File: src/rtl/apb_gpio_v2.sv
// rtl/apb_gpio_v2.sv - APB GPIO block with per-pin debounce and interrupt status
//
// Ports:
//   HCLK, HRESET              clock, synchronous active-high reset
//   PADDR/PWDATA/PWRITE/PSEL/PENABLE, PRDATA/PREADY/PSLVERR   APB slave
//   gpio_in                   asynchronous pad inputs
//   gpio_out, gpio_dir        pad output value and output enable (1 = drive)
//   interrupt                 level request, OR of the status register
module apb_gpio_v2 #(
    parameter int APB_ADDR_WIDTH = 12,
    parameter int NUM_GPIO       = 32,
    parameter int DEBOUNCE_W     = 8
) (
    input  logic                      HCLK,
    input  logic                      HRESET,
    input  logic [APB_ADDR_WIDTH-1:0] PADDR,
    input  logic [31:0]               PWDATA,
    input  logic                      PWRITE,
    input  logic                      PSEL,
    input  logic                      PENABLE,
    output logic [31:0]               PRDATA,
    output logic                      PREADY,
    output logic                      PSLVERR,
    input  logic [NUM_GPIO-1:0]       gpio_in,
    output logic [NUM_GPIO-1:0]       gpio_out,
    output logic [NUM_GPIO-1:0]       gpio_dir,
    output logic                      interrupt
);

    logic [NUM_GPIO-1:0]   r_dir, r_out, r_inten, r_type0, r_type1, r_stat, r_dben;
    logic [NUM_GPIO-1:0]   r_sync0, r_sync1, r_in;
    logic [DEBOUNCE_W-1:0] r_dbthr;
    logic [DEBOUNCE_W-1:0] r_cnt [NUM_GPIO];

    logic [3:0]            w_idx;
    logic                  w_err, w_wr;
    logic [NUM_GPIO-1:0]   w_wd, w_w1c, w_in_next, w_ev, w_stat_next;
    logic [DEBOUNCE_W-1:0] w_cnt_next [NUM_GPIO];
    logic                  w_unused;

    assign w_idx    = PADDR[5:2];
    assign w_err    = PSEL & PENABLE & (w_idx >= 4'hB);
    // Error accesses must not touch state, so they are excluded from the write strobe.
    assign w_wr     = PSEL & PENABLE & PWRITE & ~w_err;
    assign w_wd     = PWDATA[NUM_GPIO-1:0];
    assign w_w1c    = (w_wr && w_idx == 4'h8) ? w_wd : '0;
    assign w_unused = ^{PADDR[APB_ADDR_WIDTH-1:6], PADDR[1:0], PWDATA};

    assign PREADY    = 1'b1;
    assign PSLVERR   = w_err;
    assign gpio_out  = r_out;
    assign gpio_dir  = r_dir;
    assign interrupt = |r_stat;

    // Debounce: a pin only accepts a new synchronised level after it has
    // disagreed with the filtered value for DBTHR+1 consecutive samples.
    always_comb begin
        w_in_next = r_in;
        for (int i = 0; i < NUM_GPIO; i++) begin
            w_cnt_next[i] = '0;
            if (!r_dben[i]) begin
                w_in_next[i] = r_sync1[i];
            end else if (r_sync1[i] != r_in[i]) begin
                if (r_cnt[i] == r_dbthr) begin
                    w_in_next[i] = r_sync1[i];
                end else begin
                    w_cnt_next[i] = r_cnt[i] + 1'b1;
                end
            end
        end
    end

    // Events are judged against the value IN takes at this edge, so status
    // rises in the same cycle as the filtered input changes.
    assign w_ev = (~r_type1 & ~r_type0 &  w_in_next)
                | (~r_type1 &  r_type0 & ~w_in_next)
                | ( r_type1 & ~r_type0 &  w_in_next & ~r_in)
                | ( r_type1 &  r_type0 & ~w_in_next &  r_in);

    // Hardware set is OR-ed in after the clear, so it wins over a W1C.
    assign w_stat_next = (r_stat & ~w_w1c) | (r_inten & w_ev);

    always_ff @(posedge HCLK) begin
        if (HRESET) begin
            r_dir   <= '0;
            r_out   <= '0;
            r_inten <= '0;
            r_type0 <= '0;
            r_type1 <= '0;
            r_stat  <= '0;
            r_dben  <= '0;
            r_dbthr <= '0;
            r_sync0 <= '0;
            r_sync1 <= '0;
            r_in    <= '0;
            for (int i = 0; i < NUM_GPIO; i++) begin
                r_cnt[i] <= '0;
            end
        end else begin
            r_sync0 <= gpio_in;
            r_sync1 <= r_sync0;
            r_in    <= w_in_next;
            r_stat  <= w_stat_next;
            for (int i = 0; i < NUM_GPIO; i++) begin
                r_cnt[i] <= w_cnt_next[i];
            end
            if (w_wr) begin
                case (w_idx)
                    4'h0:    r_dir   <= w_wd;
                    4'h2:    r_out   <= w_wd;
                    4'h3:    r_out   <= r_out | w_wd;
                    4'h4:    r_out   <= r_out & ~w_wd;
                    4'h5:    r_inten <= w_wd;
                    4'h6:    r_type0 <= w_wd;
                    4'h7:    r_type1 <= w_wd;
                    4'h9:    r_dbthr <= PWDATA[DEBOUNCE_W-1:0];
                    4'hA:    r_dben  <= w_wd;
                    default: ;
                endcase
            end
        end
    end

    always_comb begin
        PRDATA = '0;
        case (w_idx)
            4'h0:    PRDATA[NUM_GPIO-1:0]   = r_dir;
            4'h1:    PRDATA[NUM_GPIO-1:0]   = r_in;
            4'h2:    PRDATA[NUM_GPIO-1:0]   = r_out;
            4'h5:    PRDATA[NUM_GPIO-1:0]   = r_inten;
            4'h6:    PRDATA[NUM_GPIO-1:0]   = r_type0;
            4'h7:    PRDATA[NUM_GPIO-1:0]   = r_type1;
            4'h8:    PRDATA[NUM_GPIO-1:0]   = r_stat;
            4'h9:    PRDATA[DEBOUNCE_W-1:0] = r_dbthr;
            4'hA:    PRDATA[NUM_GPIO-1:0]   = r_dben;
            default: PRDATA = '0;
        endcase
    end

endmodule
File: config.mk
export PLATFORM = sky130hd
export DESIGN_NAME = apb_gpio_v2
export DESIGN_NICKNAME = d
export VERILOG_FILES = /design/src/rtl/apb_gpio_v2.sv
export SDC_FILE = /design/constraint.sdc
export NUM_CORES = 1
export LEC_CHECK = 0
export CAP_MARGIN = 10
export CORE_UTILIZATION = 50
export CTS_BUF_LIST = sky130_fd_sc_hd__clkbuf_16
export DETAILED_ROUTE_END_ITERATION = 16
export PLACE_DENSITY = 0.7
export SYNTH_ARGS = -nofsm -noshare
export SYNTH_HDL_FRONTEND = slang
export SYNTH_SLANG_ARGS = --single-unit
File: constraint.sdc
create_clock -name HCLK -period 1.6 [get_ports HCLK]
set_input_delay 0.16 -clock HCLK [delete_from_list [all_inputs] [get_ports HCLK]]
set_output_delay 0.16 -clock HCLK [all_outputs]
set_load 0.02 [all_outputs]
* After elaboration in Yosys (flattened, before gate mapping)
Memories as Yosys holds them, arrays and structs flattened. Cells that the tools add are included.
Storage, ports and cells: bits in registers 328, latch bits 0, bits in writable memories 256, ROM bits 0, memories 1
Memories:
- r_cnt | depth 32, bits a word 8, rd ports 32, clocked after memory_dff 0, write ports 32, RTL line 33 | logic [DEBOUNCE_W-1:0] r_cnt [NUM_GPIO];
Cells by class: $add $sub $neg 32, multiply operators 0, divide/modulo/power cells 0, magnitude comparators 1, equal/unequal tests 74, shifts and indexed selects 0, mux-type cells 231, bitwise gates (word level) 61, reductions and logical operators 11
Operators with widths (number):
- 8-bit 2-to-1 mux | 128
- 32-bit AND | 13
- 8-bit by 1-bit adder with 8-bit output (second input constant) | 32
- 8-bit == test | 32
- 32-bit NOT | 6
- 24-bit one-hot mux with 8 select lines | 1
- 32-bit OR | 5
- 1-bit 2-to-1 mux | 99
- 32-bit one-hot mux with 3 select lines | 1
- 8-bit one-hot mux with 9 select lines | 1
- 32-bit 2-to-1 mux | 1
- 1-bit != test | 32
- 1-bit OR | 32
- 32-bit OR reduction | 1
- 4-bit by 3-bit == test with 1-bit output (second input constant) | 4
- 2-bit AND reduction | 7
- 4-bit == test (second input constant) | 3
- 4-bit by 2-bit == test with 1-bit output (second input constant) | 2
- 1-bit AND | 4
- 4-bit by 1-bit == test with 1-bit output (second input constant) | 1
- 4-bit greater-or-equal comparator (second input constant) | 1
- 4-bit zero test | 1
- 3-bit nonzero test | 1
- 1-bit logical AND | 1
- 1-bit NOT | 1

* Longest topological paths before layout
Gate-level depths: netlist of run 1. An unclocked memory read counts as a cell.
word-level depth 12, depth in mapped cells 9, depth with buffers taken out 5

* Least setup slack after synthesis of run 1
Ideal clock, no wire load.
kind input to output, from input PADDR[3], to output PRDATA[0], data arrival time 1.461 ns, setup slack -0.021 ns, stages 8, path buffers 3, cells stage by stage buf_6 nor2b_4 buf_6 and2_1 buf_2 a22o_1 a221oi_1 nand3_1
Between the ends: word-level cells in the longest chain between the ends 2
Ends and longest elaborated chain:
- from (decl) | RTL line 16 | input logic [APB_ADDR_WIDTH-1:0] PADDR,
- 4-bit == test, or another cell as far along | RTL line 126 | case (w_idx)
- 8-bit one-hot mux with 9 select lines * | RTL line 126
- to (decl) | RTL line 21 | output logic [31:0] PRDATA,
Mark *: on every way between the ends. The rest lies on a longest branch, timed or not.

* Worst setup path after layout of run 1
from register r_stat[23], to output interrupt
Between the ends: word-level cells in the longest chain between the ends 1
Ends and longest elaborated chain:
- from (decl) | RTL line 30 | logic [NUM_GPIO-1:0] r_dir, r_out, r_inten, r_type0, r_type1, r_stat, r_dben;
- from (signal assigned) | RTL line 103 | r_stat <= w_stat_next;
- 32-bit OR reduction | RTL line 53 | assign interrupt = |r_stat;
- to (decl) | RTL line 27 | output logic interrupt
Every way passes these cells.

==> impl_metrics.tcl, run 1 <==
set metrics [dict create \
    worst_ep_required_ns 1.44 \
    grt_setup_unrepaired "true" \
    synth_top_area_share 0.399 \
    timing.final.crit_period_ns 2.18 \
    failing_checks "setup timing" \
    fin_skew_ns 0.0204 \
    gp_congestion 0.935 \
    slowest_stage "sky130_fd_sc_hd__dfxtp_4" \
    fin_nets 3978 \
    layout.filler_cells 4524 \
    numPlacedInstances 4525 \
    syn_inst 3345 \
    gr-usage-all-layers 0.302 \
    final_cycle_utilization_of_the_critical_path 1.36 \
    numCtsBuffers 61 \
    start_util 0.507 \
    r2r-start "r_dbthr[0]$_SDFFE_PP0P_" \
    worstPathCellList "nor4_4 -> buf_4 -> nand4_1 -> or2_4 -> buf_6" \
    whs_ns 0.0736 \
    criticalPathCategory "reg2out" \
    die_w_um 244 \
    drv.max_cap_violation_count 0 \
    timing.critical_path.slowest_cell_delay_ns 0.37 \
    maximum_number_of_pins_on_one_net_before_global_route_repair 36 \
    total_power_mw 29.7 \
    path_max_fanout 2 \
    cts.path.max_buffers 3 \
    critical_path.startpoint "r_stat[23]$_SDFF_PP0_" \
    worst_pin_slew_ns 0.838 \
    path_clk_slew_ns 0.06 \
    worst_hold_path_type "in2reg" \
    detail_route.iter0.violations 2536 \
    cpLargestDelayFamily "simple AND/OR/NAND/NOR gates" \
    port_buffers 170 \
    htree_num_levels 2 \
    crit_arrival_ns 2.02 \
    timing.critical_path.buf_inv 2 \
    dominant_cells_by_area_after_synthesis "sky130_fd_sc_hd__dfxtp_1, sky130_fd_sc_hd__xnor2_1, sky130_fd_sc_hd__nand2_1, sky130_fd_sc_hd__nor2_2, sky130_fd_sc_hd__xor2_1" \
    fp.dieArea_mm2 0.0596 \
    antenna_found_initial 4 \
    worstSkewPairLatency_ns 0.64 \
    post_synth_instance_area_mm2 0.0293 \
    hpwl_um 62100 \
    slew-limit-headroom 0.440 \
    most_common_cell_after_layout_fill_and_taps_aside "sky130_fd_sc_hd__dfxtp_1" \
    first_global_vias 24940 \
    vias 26528 \
    drive_above_1_share 0.296 \
    slew_viol_final 0 \
    syn-mean-instance-area_um2 8.76 \
    post-route-util 0.675 \
    static-leakage-power_nw 14.0 \
    global_route_wire_length_before_repair_um 141000 \
    irDropWorstVdd_mv 0.869 \
    floorplan.rows 88 \
    ys.warnings.count 0 \
    drc_violations_left 0 \
    mostFrequentLayoutCells "sky130_fd_sc_hd__dfxtp_1, sky130_fd_sc_hd__nand2_1, sky130_fd_sc_hd__buf_4" \
    hold_start "gpio_in[6]" \
    synth_area_leader_cell "sky130_fd_sc_hd__dfxtp_1" \
    crit_path_launch_type "flop" \
    core_box_area_mm2 0.0578 \
    instances_no_fill 4682 \
    fmax_mhz 459 \
    crit_path_end_kind "output port" \
    postRouteWirelength_um 95500 \
    synth_seq_area_share 0.399 \
    final_hold_viol_count 0 \
    final.setup.worst_slack_ns -0.578 \
    run_status "complete, but fails checks" \
    route.detailed.vias_per_inst 5.67 \
    cts.sink_count 584 \
    die_height_um 244 \
    cts_tree "done" \
    grt-ovfl-total 0 \
    syn-num-nets 3458 \
    areaGrowthSynthToFinish_pct 33.1 \
    io_pins 180 \
    routedWlPerCell_um 20.4 \
    root_buffer_master "sky130_fd_sc_hd__clkbuf_16" \
    r2r_setup_slack_ns -0.21 \
    power.density_mw_per_mm2 763 \
    setup_viol 352 \
    ys_seq_elements 584 \
    number_of_distinct_library_cell_variants_in_the_gate_level_netlist_after_synthesis 57 \
    detail_route.first_pass.iterations 7 \
    route.antenna.remaining_nets 0 \
]
==> cell type report <==
cell class                      instances  area [um2]  share of cell area
Multi-Input combinational cell       2417       17000               0.437
Clock inverter                         50         289             0.00741
Tap cell                              765         957              0.0245
Timing Repair Buffer                  672        6850               0.176
Clock buffer                           63        1580              0.0404
Sequential cell                       584       11800               0.303
Inverter                              129         484              0.0124
Antenna cell                            2        5.00            0.000128
==> worst reg2reg max path, delay by kind of cell (launching register included) <==
kind / cells / cell delay, ns
and+or+nand+nor: 3 / 0.51
AOI/OAI and AO/OA: 1 / 0.08
buffers and inverters: 4 / 0.65
xor gates and xnor gates: 1 / 0.15
DFF: 1 / 0.36
==> state kept, by name (all words and copies together) (netlist names) <==
| register | count |
|---|---|
| r_cnt | 256 |
| r_type1 | 32 |
| r_type0 | 32 |
| gpio_out | 32 |
| r_dben | 32 |
| r_inten | 32 |
| r_stat | 32 |
| r_in | 32 |
| gpio_dir | 32 |
| r_sync0 | 32 |
| r_sync1 | 32 |
| r_dbthr | 8 |
==> through the flow <==
stage                     cell area, um2  TNS, ns  setup WS [ns]
after floorplan                    29300        0        0.00154
after global placement             34700  -275.00          -1.26
after detailed placement           34700  -287.76          -1.27
after CTS                          37900   -41.73         -0.564
after global routing               39000   -65.95         -0.584
final                              39000   -49.38         -0.578
==> report_power, final <==
| group | total (mW) | leakage (nW) | switching [mW] | internal, mW |
|---|---|---|---|---|
| sequential | 14.7 | 4.75 | 0.0958 | 14.6 |
| clock | 13.5 | 0.982 | 5.95 | 7.52 |
| combinational | 1.54 | 8.30 | 0.836 | 0.702 |
==> Yosys cell counts, drive strengths merged <==
cell,instances
a21o,1
and3b,1
nor2,370
a222oi,22
nand3b,33
inv,129
a2111o,32
o221ai,1
dfxtp,584
nand2b,33
ha,32
nor3,3
buf,158
a32oi,2
nand2,431
o2111ai,1
or2,5
a21oi,173
o21ai,115
nor4b,1
a22oi,47
nor2b,69
a221oi,17
nor3b,1
and3,73
xnor2,341
a2111oi,64
a31oi,1
a22o,13
or3,32
nor4,9
o211ai,1
mux2i,76
xor2,139
nand3,194
conb,1
nand4,68
o22ai,3
o211a,1
clkbuf,60
and2,7
a32o,1
==> metal layers <==
metal	global-route usage	wire length, um	up-vias
met5	0	7	-
met4	0.127	4110	2
met3	0.0621	9370	253
met2	0.477	43100	1252
met1	0.399	38900	12634
li1	-	-	12387
==> final timing paths <==
kind,to,cells past startpoint
max reg2reg,r_cnt[1][24]$_SDFF_PP0_,9
max,interrupt,5
min reg2reg,r_sync1[20]$_SDFF_PP0_,1
min,r_sync0[6]$_SDFF_PP0_,2
==> logic make-up after synthesis <==
group | Yosys count | synth area share
and+or+nand+nor | 1330 | 0.230
buffers and inverters | 347 | 0.0709
AOI/OAI and AO/OA | 495 | 0.117
DFF | 584 | 0.399
muxes | 76 | 0.0260
other | 1 | 0.000128
xor gates and xnor gates | 480 | 0.143
adders and majority gates | 32 | 0.0137
==> repair_timing <==
action / in CTS / in global routing
buffers inserted: 34 / 19
setup endpoints to repair: 602 / 376
hold endpoints to repair: 7 / 0
gates resized for setup: 583 / 217
hold buffers: 1 / 0
cloned: 10 / 6
pin swaps: 346 / 145
Power figures use the tool's default switching activity.
==> run 2: changes to the inputs <==
Settings changed: GPL_ROUTABILITY_DRIVEN set to 0, REMOVE_ABC_BUFFERS set to 1.
==> impl_metrics.tcl, run 2 (same netlist as run 1, synthesis figures left out) <==
set metrics [dict create \
    timing.final.crit_period_ns 2.21 \
    slew_viol_final 0 \
    root_buffer_master "sky130_fd_sc_hd__clkbuf_16" \
    path_clk_slew_ns 0.06 \
    instances_no_fill 4686 \
    vias 26848 \
    final.setup.worst_slack_ns -0.607 \
    crit_path_launch_type "flop" \
    routedWlPerCell_um 21.0 \
    static-leakage-power_nw 14.0 \
    global_route_wire_length_before_repair_um 144000 \
    drv.max_cap_violation_count 0 \
    power.density_mw_per_mm2 751 \
    drive_above_1_share 0.301 \
    first_global_vias 25173 \
    preCtsSetupSlack_ns -1.13 \
    crit_arrival_ns 2.05 \
    final_hold_viol_count 0 \
    cts.sink_count 584 \
    worst_pin_slew_ns 0.750 \
    final_cycle_utilization_of_the_critical_path 1.38 \
    die_height_um 244 \
    grt-ovfl-total 0 \
    route.detailed.vias_per_inst 5.73 \
    routedLengthMet1_um 39400 \
    most_common_cell_after_layout_fill_and_taps_aside "sky130_fd_sc_hd__dfxtp_1" \
    worstSkewPairLatency_ns 0.64 \
    die_w_um 244 \
    final_cell_area_mm2 0.0394 \
    detail_route.iter0.violations 2566 \
    start_util 0.507 \
    path_max_fanout 2 \
    largest_register_ffs 256 \
    irDropWorstVdd_mv 0.917 \
    detail_route.first_pass.iterations 9 \
    gr-usage-all-layers 0.310 \
    r2r-end "r_cnt[1][8]$_SDFF_PP0_" \
    setup_viol 355 \
    final_total_negative_setup_slack_ns -54.44 \
    worst_hold_path_type "in2reg" \
    drc_violations_left 0 \
    ff2ff_path_depth 9 \
    fp.dieArea_mm2 0.0596 \
    regMostFlops "r_cnt" \
    numCtsBuffers 61 \
    grt_setup_unrepaired "true" \
    areaGrowthSynthToFinish_pct 34.4 \
    route.met3.wl_um 9720 \
    timing.hold.worst_path_depth 2 \
    antenna_found_initial 1 \
    route.antenna.remaining_nets 0 \
    htree_num_levels 2 \
    cts.path.max_buffers 3 \
    cts_tree "done" \
    fin_nets 3987 \
    r2r-start "r_dbthr[6]$_SDFFE_PP0P_" \
    crit_path_end_kind "output port" \
    slew-limit-headroom 0.499 \
    maximum_number_of_pins_on_one_net_before_global_route_repair 41 \
    run_status "complete, but fails checks" \
    worst_ep_required_ns 1.44 \
    port_buffers 170 \
    hold_path_end "r_sync0[22]$_SDFF_PP0_" \
    maxUsedRoutingLayer "met5" \
    r2r_setup_slack_ns -0.24 \
    numPlacedInstances 4513 \
    floorplan.rows 88 \
    io_pins 180 \
    fin_skew_ns 0.0230 \
    core_box_area_mm2 0.0578 \
    fmax_mhz 453 \
    hpwl_um 61800 \
    n_antenna_cell 0 \
    post_dp_cell_area_mm2 0.0344 \
    failing_checks "setup timing" \
    criticalPathCategory "reg2out" \
    postRouteWirelength_um 98400 \
    met2_wirelength_um 44000 \
    total_power_mw 29.6 \
    mostFrequentLayoutCells "sky130_fd_sc_hd__dfxtp_1, sky130_fd_sc_hd__nand2_1, sky130_fd_sc_hd__buf_4" \
    hold_start "gpio_in[22]" \
]
[run 2: cell count changes in the layout (fill, tap and decap cells not counted), sizes merged]
cell,before,now
clkbuf,79,67
dlygate4sd2,25,22
diode,2,0
clkinv,30,28
nor2,373,372
buf,536,542
clkdlybuf4s15,25,43
bufbuf,2,1
inv,146,147
[run 2: power by group]
group          total, mW  leakage (nW)  switching [mW]  internal, mW
sequential          14.7          4.75          0.0977          14.6
combinational       1.57          8.29           0.861         0.707
clock               13.3         0.960            5.95          7.33
[run 2: layer usage]
layer,GRT usage,vias to the layer above
li1,-,12407
met1,0.405,12789
met2,0.491,1356
met3,0.0570,294
met4,0.150,2
met5,0,-
[run 2: stage by stage]
step           hold WS [ns]  utilization
2_1_floorplan         0.229            -
3_3_place_gp          0.418        0.595
3_5_place_dp          0.427        0.595
4_1_cts              0.0435        0.659
5_1_grt              0.0621        0.681
6_report             0.0646        0.681
[run 2: how the worst max path moves through the flow]
stage                                  start                      end  cells past startpoint
floorplan            r_dbthr[7]$_SDFFE_PP0P_  r_cnt[1][26]$_SDFF_PP0_                      5
global placement                    PADDR[3]                PRDATA[0]                      9
detailed placement                  PADDR[5]               PRDATA[13]                      9
CTS                 r_type1[10]$_SDFFE_PP0P_               PRDATA[10]                      4
global route           r_stat[22]$_SDFF_PP0_                interrupt                      5
finish                 r_stat[10]$_SDFF_PP0_                interrupt                      5
[run 2: timing repair]
| action | CTS | global route |
|---|---|---|
| hold endpoints to repair | 16 | 0 |
| setup buffers | 36 | 27 |
| pin swaps | 368 | 152 |
| setup endpoints to repair | 535 | 423 |
| hold buffers | 1 | 0 |
| resized for setup | 620 | 221 |
| cloned | 14 | 5 |
[run 2: worst max-delay path, stage by stage (launching register included)]
cell,delay [ns]
sky130_fd_sc_hd__dfxtp_1,0.36
sky130_fd_sc_hd__nor4_2,0.32
sky130_fd_sc_hd__buf_4,0.18
sky130_fd_sc_hd__nand4_1,0.10
sky130_fd_sc_hd__or2_4,0.30
sky130_fd_sc_hd__buf_6,0.14
[run 2: final cells by class]
type	instances	area (um2)
clock buffer	61	1530
clock inverter	49	302
fill	4359	18400
inverter	129	484
multi-input combinational	2416	17300
sequential	584	11800
tap	765	957
timing repair buffer	682	7040
